==> src/rtl/byte_serial_subtractor.sv <==
// byte_serial_subtractor: element-wide a - b - borrow computed one byte per cycle.
// The borrow travels between bytes as an active-high carry (a + ~b + carry).
// The first carry is ~borrow_i. The final borrow is the inverse of the last carry.
module byte_serial_subtractor #(
  parameter int MAX_BYTES = 8
) (
  input  logic                   clk_i,
  input  logic                   rst_i,
  input  logic                   in_valid_i,
  output logic                   in_ready_o,
  input  logic [MAX_BYTES*8-1:0] a_i,
  input  logic [MAX_BYTES*8-1:0] b_i,
  input  logic                   borrow_i,
  input  logic [1:0]             sew_i,
  output logic                   out_valid_o,
  input  logic                   out_ready_i,
  output logic [MAX_BYTES*8-1:0] diff_o,
  output logic                   borrow_o,
  output logic                   ovf_o
);

  localparam int IW = (MAX_BYTES > 1) ? $clog2(MAX_BYTES) : 1;

  typedef enum logic [1:0] {IDLE, BUSY, DONE} state_e;
  typedef logic [MAX_BYTES-1:0][7:0] bytes_t;

  state_e        state_q, state_d;
  bytes_t        a_q, b_q, diff_q;
  logic [IW-1:0] cnt_q, last_q, last_req;
  logic          carry_q;
  logic          accept;
  logic [8:0]    sum;

  // Index of the top byte of the element; wide SEW clamps to the datapath width.
  function automatic logic [IW-1:0] last_index(input logic [1:0] sew);
    int nb;
    nb = 1 << sew;
    if (nb > MAX_BYTES) nb = MAX_BYTES;
    return IW'(nb - 1);
  endfunction

  assign last_req = last_index(sew_i);
  assign accept   = in_valid_i & in_ready_o;
  assign sum      = {1'b0, a_q[cnt_q]} + {1'b0, ~b_q[cnt_q]} + 9'(carry_q);
  assign diff_o   = diff_q;

  // State register.
  always_ff @(posedge clk_i) begin
    if (rst_i) state_q <= IDLE;
    else       state_q <= state_d;
  end

  // Next state and handshake/result outputs.
  // borrow_o and ovf_o are forced low outside DONE.
  always_comb begin
    state_d     = state_q;
    in_ready_o  = 1'b0;
    out_valid_o = 1'b0;
    borrow_o    = 1'b0;
    ovf_o       = 1'b0;
    case (state_q)
      IDLE: begin
        in_ready_o = 1'b1;
        if (in_valid_i) state_d = BUSY;
      end
      BUSY: begin
        if (cnt_q == last_q) state_d = DONE;
      end
      DONE: begin
        out_valid_o = 1'b1;
        borrow_o    = ~carry_q;
        ovf_o       = (a_q[last_q][7] != b_q[last_q][7]) &
                      (diff_q[last_q][7] != a_q[last_q][7]);
        if (out_ready_i) state_d = IDLE;
      end
      default: state_d = IDLE;
    endcase
  end

  // Operand latch on acceptance and one byte of ripple-borrow per BUSY cycle.
  always_ff @(posedge clk_i) begin
    if (rst_i) begin
      a_q     <= '0;
      b_q     <= '0;
      diff_q  <= '0;
      cnt_q   <= '0;
      last_q  <= '0;
      carry_q <= 1'b0;
    end else begin
      case (state_q)
        IDLE: if (accept) begin
          a_q     <= a_i;
          b_q     <= b_i;
          last_q  <= last_req;
          cnt_q   <= '0;
          carry_q <= ~borrow_i;
          diff_q  <= '0;
        end
        BUSY: begin
          diff_q[cnt_q] <= sum[7:0];
          carry_q       <= sum[8];
          cnt_q         <= cnt_q + 1'b1;
        end
        default: ;
      endcase
    end
  end

endmodule

==> config.mk <==
export PLATFORM = sky130hd
export DESIGN_NAME = byte_serial_subtractor
export DESIGN_NICKNAME = d
export VERILOG_FILES = /design/src/rtl/byte_serial_subtractor.sv
export SDC_FILE = /design/constraint.sdc
export NUM_CORES = 1
export LEC_CHECK = 0
export CAP_MARGIN = 20
export CORE_ASPECT_RATIO = 1.25
export CORE_MARGIN = 2
export CORE_UTILIZATION = 50
export DETAILED_ROUTE_END_ITERATION = 10
export PLACE_DENSITY_LB_ADDON = 0.2
export SETUP_SLACK_MARGIN = 0.15
export SLEW_MARGIN = 25
export SYNTH_ARGS = -nofsm -noshare
export SYNTH_HDL_FRONTEND = slang
export SYNTH_SLANG_ARGS = --single-unit
==> constraint.sdc <==
create_clock -name clk_i -period 8.52 [get_ports clk_i]
set_clock_uncertainty 0.1 [all_clocks]
set_input_delay 1.278 -clock clk_i [delete_from_list [all_inputs] [get_ports clk_i]]
set_output_delay 1.278 -clock clk_i [all_outputs]
set_load 0.005 [all_outputs]
== Word-level counts from Yosys, hierarchy flattened ==
Index checks and enable logic that the tools add are counted.
Cells by class
  shift operators: 1
  reduce and logical (&&, ||, !) cells: 6
  mux-type cells: 28
  bitwise operators: 5
  add/subtract/negate cells: 4
  $lt $le $gt $ge: 4
  equal/unequal tests: 9
Operator list (number)
  $pmux 64 s2: 1
  $bmux 8 s3: 5
  $bwmux 64: 1
  $mux 64: 1
  $mux 8: 6
  $gt 32x5->1 const B: 1
  $shl 1x2->32 const A: 1
  $demux 8 s3: 1
  $add 8x8->9: 1
  $add 9x1->9: 1
  $lt 3x4->1 const B: 2
  $ne 2x2->1 const B: 4
  $not 8->8: 1
  $mux 2: 3
  $mux 3: 2
  $pmux 2 s3: 1
  $pmux 3 s2: 1
  $mux 1: 5
  $reduce_and 2->1: 2
  $add 3x1->3 const B: 1
  $eq 3x3->1: 1
  $ge 3x1->1 const B: 1
  $reduce_and 3->1: 1
  $sub 3x2->3 const B: 1
  9 further kinds: 12
Storage, ports and cells
  word-level logic and storage cells: 85
  output and inout bits: 68
  input port bits: 135
  bits in registers: 201

== Logic depth before layout (Yosys ltp) ==
Gate-level depths: netlist (run 1).
  depth after elaboration: 7
  mapped depth: 16
  gate-level depth less buffers: 13

== Worst setup path after synthesis (run 1) ==
OpenSTA, ideal clock, no wires.
  path kind: register to register
  start point: reg cnt_q[0]
  end point: reg diff_q (netlist bit diff_o[14])
  period minus slack after synthesis: 3052 ps
  library setup time: 117 ps
  path buffers: 2
  required time: 8303 ps
  cell stages (with the launch flop): 16
  setup slack: 5468 ps
  arrival time: 2835 ps
  cell sequence: dfxtp_1 buf_4 buf_4 mux2i_1 nor2_1 a31oi_1 a21oi_1 a21oi_1 fa_1 inv_1 fa_1 a21oi_1 o21ai_0 a21oi_1 xnor2_1 a32o_1
On the way
  longest elaborated chain between the ends: 7
  elaborated cells between the ends (all ways): 14
  classes of those cells: add/sub (2); order compare (2); mux (8); bitwise (1); reduce/logical (1)
Ends and longest elaborated chain
  start, declared: line 29  | logic [IW-1:0] cnt_q, last_q, last_req;
  start signal, assigned: line 102  | cnt_q <= cnt_q + 1'b1;
  $bmux 8 s3: line 44  | assign sum = {1'b0, a_q[cnt_q]} + {1'b0, ~b_q[cnt_q]} + 9'(carry_q);
  $mux 8 (implied by the code): line 44
  $not 8->8: line 44
  $add 8x8->9: line 44
  $add 9x1->9: line 44
  $bwmux 64 (*): line 100  | diff_q[cnt_q] <= sum[7:0];
  $pmux 64 s2 (*): line 90  | case (state_q)
  end signal, assigned by index: line 100
  end, declared: line 28  | bytes_t a_q, b_q, diff_q;
Mark *: on every way between the ends. The rest lies on a longest branch, timed or not. The select of a mux whose other input is x is not followed.
A chain may end at the register's enable or synchronous reset.

== Worst setup path after layout (run 1) ==
  start point: reg last_q[0]
  end point: out ovf_o
On the way
  longest elaborated chain between the ends: 5
  elaborated cells between the ends (all ways): 10
  classes of those cells: eq/ne (2); mux (7); bitwise (1)
Ends and longest elaborated chain
  start, declared: line 29
  start signal, assigned: line 94  | last_q <= last_req;
  $bmux 8 s3 (on tied branches): line 72, 73
  $mux 8 (on tied branches): line 72, 73
  $ne 1x1->1 (on tied branches): line 72, 73
  $and 1x1->1 (*): line 72  | ovf_o = (a_q[last_q][7] != b_q[last_q][7]) &
  $mux 1 (*): line 61  | case (state_q)
  end, declared: line 19  | output logic ovf_o
Marked as above.

==> results of run 1 <==
[kinds of logic (layout without fill, tap and decap cells)]
| family | count (synthesis) | count (layout) | share of synthesized area |
|---|---|---|---|
| AO/OA/AOI/OAI | 260 | 260 | 0.166 |
| XOR/XNOR | 9 | 9 | 0.00884 |
| adder cells (fa/ha/maj) | 10 | 10 | 0.0157 |
| buffers and inverters | 96 | 245 | 0.0581 |
| flip-flops | 201 | 201 | 0.451 |
| multiplexers | 46 | 46 | 0.0771 |
| AND/OR/NAND/NOR | 453 | 453 | 0.223 |
[area by class of cell]
type                            count  area (um^2)  area share
Clock inverter                      3         40.0     0.00350
Sequential cell                   201         4030       0.352
Timing Repair Buffer              208         2110       0.184
Inverter                            5         18.8     0.00164
Clock buffer                       29          586      0.0511
Tap cell                          224          280      0.0245
Multi-Input combinational cell    778         4390       0.383
[state kept, by name (all words and copies together) (netlist names)]
name     count
diff_o      64
cnt_q        3
carry_q      1
state_q      2
b_q         64
a_q         64
last_q       3
[power groups by stage]
| stage | clock (W) | combinational (W) | sequential [W] |
|---|---|---|---|
| after floorplan | 0 | 0.000356 | 0.00105 |
| after global placement | 0 | 0.000507 | 0.00107 |
| after detailed placement | 0 | 0.000513 | 0.00107 |
| after CTS | 0.000868 | 0.000516 | 0.00105 |
| after global routing | 0.000908 | 0.000574 | 0.00106 |
| final | 0.000858 | 0.000521 | 0.00105 |
[cells in the final DEF (no fill, tap or decap), types with 21 or more instances in the layout]
cell type	n
mux2i_1	27
clkbuf_16	21
nand4b_1	23
a21oi_1	164
nor2_1	62
o21ai_0	24
nand3_1	28
clkdlybuf4s50_1	201
nand2_1	297
dfxtp_1	198
[worst max-delay path, cell delays in order, from the launching register on]
cell,delay [ns]
dfxtp_1,0.61
mux4_2,0.57
mux2i_1,0.21
nand2_1,0.09
nor3_2,0.10
a31o_1,0.12
clkdlybuf4s50_1,0.50
[stage by stage]
step                cells   util  setup WS, ns  hold slack, ns
floorplan            1075      -          5.47           0.332
global placement     1414  0.618          4.60           0.339
detailed placement   1414  0.618          4.53           0.344
CTS                  1446  0.654          4.39           0.353
global route         1448  0.657          4.06           0.365
finish               1448  0.657          4.44           0.350
[worst min path at each step]
stage | slack, ns | startpoint | end
final | 0.35 | a_q[28] | a_q[28]
after global routing | 0.37 | a_q[41] | a_q[41]
after CTS | 0.35 | b_q[38] | b_q[38]
after detailed placement | 0.34 | b_q[38] | b_q[38]
after global placement | 0.34 | b_q[0] | b_q[0]
after floorplan | 0.33 | b_q[6] | b_q[6]
[layer usage]
layer | up-vias | track usage
met5 | - | 0
met3 | 49 | 0.0291
met4 | 0 | 0.0871
li1 | 3984 | -
met2 | 258 | 0.422
met1 | 3754 | 0.328
==> impl_metrics.env, run 1 <==
export IMPL_drt_pass1_iterations=5
export IMPL_gp_congestion=0.814
export IMPL_wl_met1_mm=10.2
export IMPL_cp_arrival_ns=2.70
export IMPL_yosys_warnings=0
export IMPL_dr_wl_met2_mm=11.9
export IMPL_ys_seq_area_frac=0.451
export IMPL_clkPwrFrac=0.353
export IMPL_cts_root_buf="clkbuf_16"
export IMPL_antenna_found_initial=0
export IMPL_critPathLaunchType="flip-flop"
export IMPL_p_leak_nw=4.05
export IMPL_drtAntennaViolNets=0
export IMPL_synth_seq_cells=201
export IMPL_yosys_area_top_type="dfxtp_1"
export IMPL_pin_count=203
export IMPL_regToRegEndpoint="diff_o[53]"
export IMPL_r2r_start="cnt_q[2]"
export IMPL_fmax_ghz=0.245
export IMPL_synthesis_area_mm2=0.00891
export IMPL_post_drt_wl_per_cell_um=16.6
export IMPL_post_cts_resized=0
export IMPL_endpoint="ovf_o"
export IMPL_synth_main_ff_cell="dfxtp_1"
export IMPL_seq_power_share=0.432
export IMPL_clkTransAtPathRegs_ns=0.06
export IMPL_synth_cells=1075
export IMPL_min_period_ns=4.08
export IMPL_fillers=1525
export IMPL_relSlewSlack=0.401
export IMPL_tightest_slew_ns=0.891
export IMPL_r2r_setup_slack_ns=4.46
export IMPL_setup_violations_final=0
export IMPL_fin_crit_sh=0.479
export IMPL_core_mm2=0.0174
export IMPL_clock_sinks=201
export IMPL_cts_made_buffers=20
export IMPL_start_util=0.511
export IMPL_tritoncts="built"
export IMPL_dr_total_vias=8045
export IMPL_nNetsFinal=1359
export IMPL_post_cts_buffers=0
export IMPL_drv_slew=0
export IMPL_p_total_w=0.00243
export IMPL_ys_types=57
export IMPL_place_area_mm2=0.0108
export IMPL_synth_most_common_cell="nand2_1"
export IMPL_cp_max_fo=8
export IMPL_hold_violations=0
export IMPL_synthArstFlopShare=0
export IMPL_drtIter0Drc=588
export IMPL_highest_layer="met4"
export IMPL_wl_met3_mm=1.20
export IMPL_drc=0
export IMPL_synth_edf_count=0
export IMPL_whs_path_depth=2
export IMPL_die_h_um=153
export IMPL_clockBufferDepth=3
export IMPL_num_antenna_cells=0
export IMPL_synth_common_cells="nand2_1 (297), dfxtp_1 (201), a21oi_1 (164)"
export IMPL_fp_dieArea_mm2=0.0189
export IMPL_crit_start="last_q[0]"
export IMPL_crit_path_end_kind="output pin"
export IMPL_tns_ns=0
export IMPL_cts_max_level=1
export IMPL_final_area_mm2=0.0114
export IMPL_crit_type="reg -> out"
export IMPL_synth_top_area_share=0.451
export IMPL_grt_pass1_vias=7508
export IMPL_netSwitchingFraction=0.290
export IMPL_drive_above_1_share=0.0564
export IMPL_synth_nets=1220
export IMPL_grt_usage=0.250
export IMPL_power_density_mw_per_mm2=212
export IMPL_rsz0062_at_grt="no"
export IMPL_port_buffers=202
export IMPL_fp_dieW_um=123
export IMPL_max_cap_violations=0
export IMPL_grt_max_degree=189
export IMPL_grt_overflow=0
export IMPL_syn2layout_area_growth_pct=28.4
export IMPL_rows=54
export IMPL_wl_mm=24.0
export IMPL_grt_pass1_wl_mm=38.0
export IMPL_dp_hpwl_mm=16.2
export IMPL_critPathRequiredTime_ns=7.14
export IMPL_min_path_type="reg -> reg"
export IMPL_reg2reg_depth=10
export IMPL_synthTopCellsByArea="dfxtp_1 (45%), nand2_1 (13%), a21oi_1 (9.2%), mux4_2 (4.5%), mux2i_1 (3.0%)"
export IMPL_avgSynthCellArea_um2=8.29
export IMPL_vias_per_cell=5.56
export IMPL_cts_hold_buffers=0
export IMPL_irDropWorstVdd_v=0.000133
export IMPL_comb_power_share=0.215
export IMPL_outcome="complete, no violations"
export IMPL_power_switching_w=0.000705
export IMPL_clk_insertion_delay_late_ns=0.50
export IMPL_internal_power_w=0.00172
Note: power is estimated with default switching activity, not from simulation.
==> run 2, diff against run 1 <==
--- a/config.mk
+++ b/config.mk
@@ -8,7 +8,7 @@
 export CAP_MARGIN = 20
 export CORE_ASPECT_RATIO = 1.25
 export CORE_MARGIN = 2
-export CORE_UTILIZATION = 50
+export CORE_UTILIZATION = 46
 export DETAILED_ROUTE_END_ITERATION = 10
 export PLACE_DENSITY_LB_ADDON = 0.2
 export SETUP_SLACK_MARGIN = 0.15
==> constraint.sdc (replaced) <==
create_clock -name clk_i -period 3.4 [get_ports clk_i]
set_clock_uncertainty 0.1 [all_clocks]
set_input_delay 0.51 -clock clk_i [delete_from_list [all_inputs] [get_ports clk_i]]
set_output_delay 0.51 -clock clk_i [all_outputs]
set_load 0.005 [all_outputs]
==> impl_metrics.env, run 2 (same netlist as run 1, synthesis figures left out) <==
export IMPL_outcome="complete, no violations"
export IMPL_power_density_mw_per_mm2=550
export IMPL_fillers=1723
export IMPL_hold_start="b_q[2]"
export IMPL_cts_root_buf="clkbuf_16"
export IMPL_dp_hpwl_mm=17.7
export IMPL_antenna_found_initial=0
export IMPL_critPathRequiredTime_ns=3.67
export IMPL_place_inst=1442
export IMPL_cp_arrival_ns=3.36
export IMPL_port_buffers=202
export IMPL_max_cap_violations=0
export IMPL_post_drt_wl_per_cell_um=16.8
export IMPL_die_h_um=160
export IMPL_drt_pass1_iterations=5
export IMPL_irDropWorstVdd_v=0.000344
export IMPL_hold_slack_ns=0.354
export IMPL_grt_pass1_wl_mm=39.7
export IMPL_grt_usage=0.238
export IMPL_reg2reg_depth=12
export IMPL_clkTransAtPathRegs_ns=0.06
export IMPL_min_period_ns=3.09
export IMPL_seq_area_mm2=0.00403
export IMPL_core_mm2=0.0189
export IMPL_clockBufferDepth=3
export IMPL_cts_made_buffers=20
export IMPL_relSlewSlack=0.331
export IMPL_crit_top_cell="o21ai_0"
export IMPL_critPathLaunchType="flip-flop"
export IMPL_p_leak_nw=4.20
export IMPL_setup_violations_final=0
export IMPL_whs_path_depth=2
export IMPL_drv_slew=0
export IMPL_dr_total_vias=8094
export IMPL_tns_ns=0
export IMPL_worst_path_largest_cell_delay_ns=0.48
export IMPL_grt_max_degree=139
export IMPL_fp_dieW_um=129
export IMPL_holdPathEnd="b_q[2]"
export IMPL_pin_count=203
export IMPL_crit_path_end_kind="flip-flop"
export IMPL_multi_input_area_mm2=0.00441
export IMPL_cts_hold_buffers=0
export IMPL_clk_insertion_delay_late_ns=0.50
export IMPL_crit_chain="buf_4 -> mux2i_1 -> o22ai_1 -> o21ai_0 -> o21ai_0 -> ha_1 -> nor2_1 -> a211o_1 -> and2_4 -> a211oi_4 -> buf_12 -> o21ai_1"
export IMPL_rsz0062_at_grt="no"
export IMPL_fp_dieArea_mm2=0.0205
export IMPL_grt_overflow=0
export IMPL_drive_above_1_share=0.0787
export IMPL_critPathSlowestCell="dfxtp_2"
export IMPL_num_antenna_cells=0
export IMPL_tritoncts="built"
export IMPL_drtIter0Drc=585
export IMPL_path_buf_inv=2
export IMPL_start_util=0.471
export IMPL_finalNonFillerCells=1478
export IMPL_crit_family="compound AO/OA/AOI/OAI gates"
export IMPL_cts_max_level=1
export IMPL_crit_type="reg -> reg"
export IMPL_fin_crit_sh=0.910
export IMPL_hold_violations=0
export IMPL_fmax_ghz=0.323
export IMPL_grt_pass1_vias=7702
export IMPL_nNetsFinal=1380
export IMPL_drc=0
export IMPL_mostFrequentLayoutCells="nand2_1 (297), clkdlybuf4s50_1 (201), dfxtp_1 (197)"
export IMPL_regToRegEndpoint="diff_o[63]"
export IMPL_min_path_type="reg -> reg"
export IMPL_cp_max_fo=12
export IMPL_syn2layout_area_growth_pct=31.6
export IMPL_rows=56
export IMPL_drtAntennaViolNets=0
export IMPL_final_common_cell="nand2_1"
export IMPL_wl_mm=24.9
export IMPL_tightest_slew_ns=1.00
export IMPL_r2r_start="cnt_q[1]"
export IMPL_vias_per_cell=5.48
export IMPL_gp_congestion=0.797
export IMPL_clock_sinks=201
export IMPL_r2r_setup_slack_ns=0.31
[run 2: worst max path at each step]
| stage | start | to | cells after the start |
|---|---|---|---|
| after floorplan | cnt_q[0] | diff_o[14] | 15 |
| after global placement | cnt_q[0] | diff_o[62] | 11 |
| after detailed placement | cnt_q[0] | diff_o[62] | 11 |
| after CTS | last_q[0] | ovf_o | 6 |
| after global routing | cnt_q[1] | diff_o[29] | 12 |
| final | cnt_q[1] | diff_o[63] | 12 |
[run 2: timing repair]
item,in CTS,in global routing
gates resized for setup,2,5
pin swaps,0,1
setup endpoints to repair,9,17
hold endpoints to repair,0,0
buffers inserted,0,3
[run 2: worst reg2reg max path, cell delays in order (launching register included)]
cell	delay (ns)
dfxtp_2	0.48
buf_4	0.27
mux2i_1	0.21
o22ai_1	0.08
o21ai_0	0.17
o21ai_0	0.18
ha_1	0.41
nor2_1	0.07
a211o_1	0.31
and2_4	0.19
a211oi_4	0.27
buf_12	0.16
o21ai_1	0.06
[run 2: stage by stage]
step	total power (W)	setup slack [ns]	utilization	cell area, um^2
6_report	0.00645	0.306	0.620	11700
2_1_floorplan	0.00353	0.348	-	8910
3_3_place_gp	0.00404	0.191	0.580	11000
4_1_cts	0.00642	0.164	0.617	11700
5_1_grt	0.00672	0.158	0.620	11700
3_5_place_dp	0.00407	0.136	0.580	11000
[run 2: power by group]
part / switching, W / internal, W / total, W / leakage, nW
clock network: 0.000895 / 0.00146 / 0.00235 / 0.345
registers: 0.000129 / 0.00252 / 0.00265 / 1.64
logic: 0.000808 / 0.000641 / 0.00145 / 2.21
[run 2: final cells by class]
type                    count  share of cell area
inverters                   5             0.00160
clock inverters             4             0.00811
flip-flops and latches    201               0.344
well taps                 232              0.0247
repair buffers            229               0.194
multi-input cells         778               0.376
clock buffers              29              0.0516
[run 2: layer usage]
layer / global-route usage / share of wire / vias to the layer above
li1: - / - / 4015
met1: 0.316 / 0.42 / 3769
met2: 0.397 / 0.49 / 266
met3: 0.0302 / 0.053 / 44
met4: 0.0835 / 0.032 / 0
met5: 0 / 0 / -
==> run 3, diff against run 2 <==
--- a/config.mk
+++ b/config.mk
@@ -6,9 +6,11 @@
 export NUM_CORES = 1
 export LEC_CHECK = 0
 export CAP_MARGIN = 20
+export CELL_PAD_IN_SITES_DETAIL_PLACEMENT = 0
+export CELL_PAD_IN_SITES_GLOBAL_PLACEMENT = 2
 export CORE_ASPECT_RATIO = 1.25
 export CORE_MARGIN = 2
-export CORE_UTILIZATION = 46
+export CORE_UTILIZATION = 26
 export DETAILED_ROUTE_END_ITERATION = 10
 export PLACE_DENSITY_LB_ADDON = 0.2
 export SETUP_SLACK_MARGIN = 0.15
==> impl_metrics.env, run 3 (same netlist as run 1, synthesis figures left out) <==
export IMPL_cts_root_buf="clkbuf_16"
export IMPL_post_drt_wl_per_cell_um=17.9
export IMPL_num_antenna_cells=0
export IMPL_hold_violations=0
export IMPL_drt_pass1_iterations=5
export IMPL_dr_total_vias=7956
export IMPL_outcome="complete, no violations"
export IMPL_grt_usage=0.166
export IMPL_final_area_mm2=0.0121
export IMPL_seq_power_share=0.404
export IMPL_grt_pass1_wl_mm=46.4
export IMPL_reg2reg_depth=13
export IMPL_fin_ws_ns=0.305
export IMPL_gp_congestion=0.784
export IMPL_min_path_type="reg -> reg"
export IMPL_cts_made_buffers=23
export IMPL_hold_start="b_q[29]"
export IMPL_critPathRequiredTime_ns=3.69
export IMPL_crit_type="reg -> reg"
export IMPL_port_buffers=202
export IMPL_final_common_cell="nand2_1"
export IMPL_grt_overflow=0
export IMPL_clk_insertion_delay_late_ns=0.50
export IMPL_r2r_start="cnt_q[0]"
export IMPL_antenna_found_initial=0
export IMPL_wl_mm=30.1
export IMPL_r2r_setup_slack_ns=0.30
export IMPL_pre_cts_ws_ns=0.184
export IMPL_internal_power_w=0.00460
export IMPL_die_h_um=211
export IMPL_grt_max_degree=111
export IMPL_nNetsFinal=1386
export IMPL_mostFrequentLayoutCells="nand2_1 (297), clkdlybuf4s50_1 (200), dfxtp_1 (197)"
export IMPL_rsz0062_at_grt="no"
export IMPL_pin_count=203
export IMPL_fp_dieW_um=170
export IMPL_fmax_ghz=0.323
export IMPL_comb_power_share=0.233
export IMPL_start_util=0.265
export IMPL_regToRegEndpoint="diff_o[46]"
export IMPL_relSlewSlack=0.408
export IMPL_setup_violations_final=0
export IMPL_tritoncts="built"
export IMPL_cts_max_level=1
export IMPL_cp_arrival_ns=3.39
export IMPL_vias_per_cell=4.74
export IMPL_clkTransAtPathRegs_ns=0.06
export IMPL_clock_sinks=201
export IMPL_irDropWorstVdd_v=0.000234
export IMPL_rows=75
export IMPL_min_period_ns=3.10
export IMPL_drive_above_1_share=0.0844
export IMPL_clkPwrFrac=0.363
export IMPL_grt_pass1_vias=7944
export IMPL_tightest_slew_ns=0.888
export IMPL_crit_path_end_kind="flip-flop"
export IMPL_p_leak_nw=4.26
export IMPL_hold_slack_ns=0.351
export IMPL_place_area_mm2=0.0113
export IMPL_drtIter0Drc=489
export IMPL_power_switching_w=0.00194
export IMPL_tns_ns=0
export IMPL_critPathLaunchType="flip-flop"
export IMPL_fin_crit_sh=0.910
export IMPL_drv_slew=0
export IMPL_holdPathEnd="b_q[29]"
export IMPL_drc=0
export IMPL_netSwitchingFraction=0.296
export IMPL_fp_dieArea_mm2=0.0358
export IMPL_whs_path_depth=2
export IMPL_core_mm2=0.0337
export IMPL_dp_hpwl_mm=21.7
export IMPL_drtAntennaViolNets=0
export IMPL_cp_max_fo=11
export IMPL_cts_hold_buffers=0
export IMPL_power_density_mw_per_mm2=541
export IMPL_syn2layout_area_growth_pct=35.6
export IMPL_max_cap_violations=0
export IMPL_clockBufferDepth=3
-- run 3: changes by cell type in the layout (fill, tap and decap cells not counted), sizes merged --
cell,change
clkdlybuf4s50,-1
clkinv,+1
clkbuf,+9
dlymetal6s2s,+1
bufinv,-3
buf,+3
-- run 3: power by group through the flow --
stage | clock (W) | sequential (W) | combinational, W
CTS | 0.00246 | 0.00265 | 0.00148
global route | 0.00255 | 0.00266 | 0.00168
finish | 0.00237 | 0.00264 | 0.00152
floorplan | 0 | 0.00264 | 0.000893
global placement | 0 | 0.00270 | 0.00146
detailed placement | 0 | 0.00270 | 0.00147
-- run 3: per-layer routing --
| metal | part of all wire | GRT usage |
|---|---|---|
| met1 | 0.45 | 0.220 |
| met2 | 0.49 | 0.290 |
| met3 | 0.044 | 0.0214 |
| met4 | 0.015 | 0.0348 |
| met5 | 0 | 0 |
-- run 3: repair_timing --
action	in CTS	in global routing
endpoints found under the setup margin	1	32
pin swaps	0	2
resized for setup	5	8
setup buffers	1	3
-- run 3: metrics by stage --
step	cells	total power (W)	utilization
2_1_floorplan	1075	0.00353	-
3_3_place_gp	1635	0.00416	0.334
3_5_place_dp	1635	0.00417	0.334
4_1_cts	1676	0.00658	0.356
5_1_grt	1679	0.00689	0.359
6_report	1679	0.00654	0.359
-- run 3: area by class of cell --
class / count / area (um^2)
tap: 423 / 529
fill: 3527 / 21600
inverter: 5 / 18.8
multi-input combinational: 778 / 4420
clock buffer: 38 / 712
timing repair buffer: 232 / 2360
clock inverter: 2 / 10.0
sequential: 201 / 4040
-- run 3: worst max-delay path by stage --
stage                     startpoint          to  slack, ns  cells after the start
after floorplan             cnt_q[0]  diff_o[14]       0.35                     15
after global placement      cnt_q[1]  diff_o[46]       0.21                     10
after detailed placement    cnt_q[1]  diff_o[46]       0.18                     10
after CTS                  last_q[0]       ovf_o       0.17                      7
after global routing        cnt_q[0]  diff_o[39]       0.16                     10
final                       cnt_q[0]  diff_o[46]       0.30                     13
-- run 3: critical path, stage by stage, from the launching register on --
cell     delay (ns)
dfxtp_4        0.46
buf_12         0.15
mux4_2         0.49
nand2_1        0.08
nand2_1        0.06
fa_1           0.38
inv_1          0.08
fa_1           0.21
a21oi_1        0.10
o21ai_0        0.24
a21oi_2        0.10
xnor2_1        0.14
buf_4          0.17
a32o_1         0.21
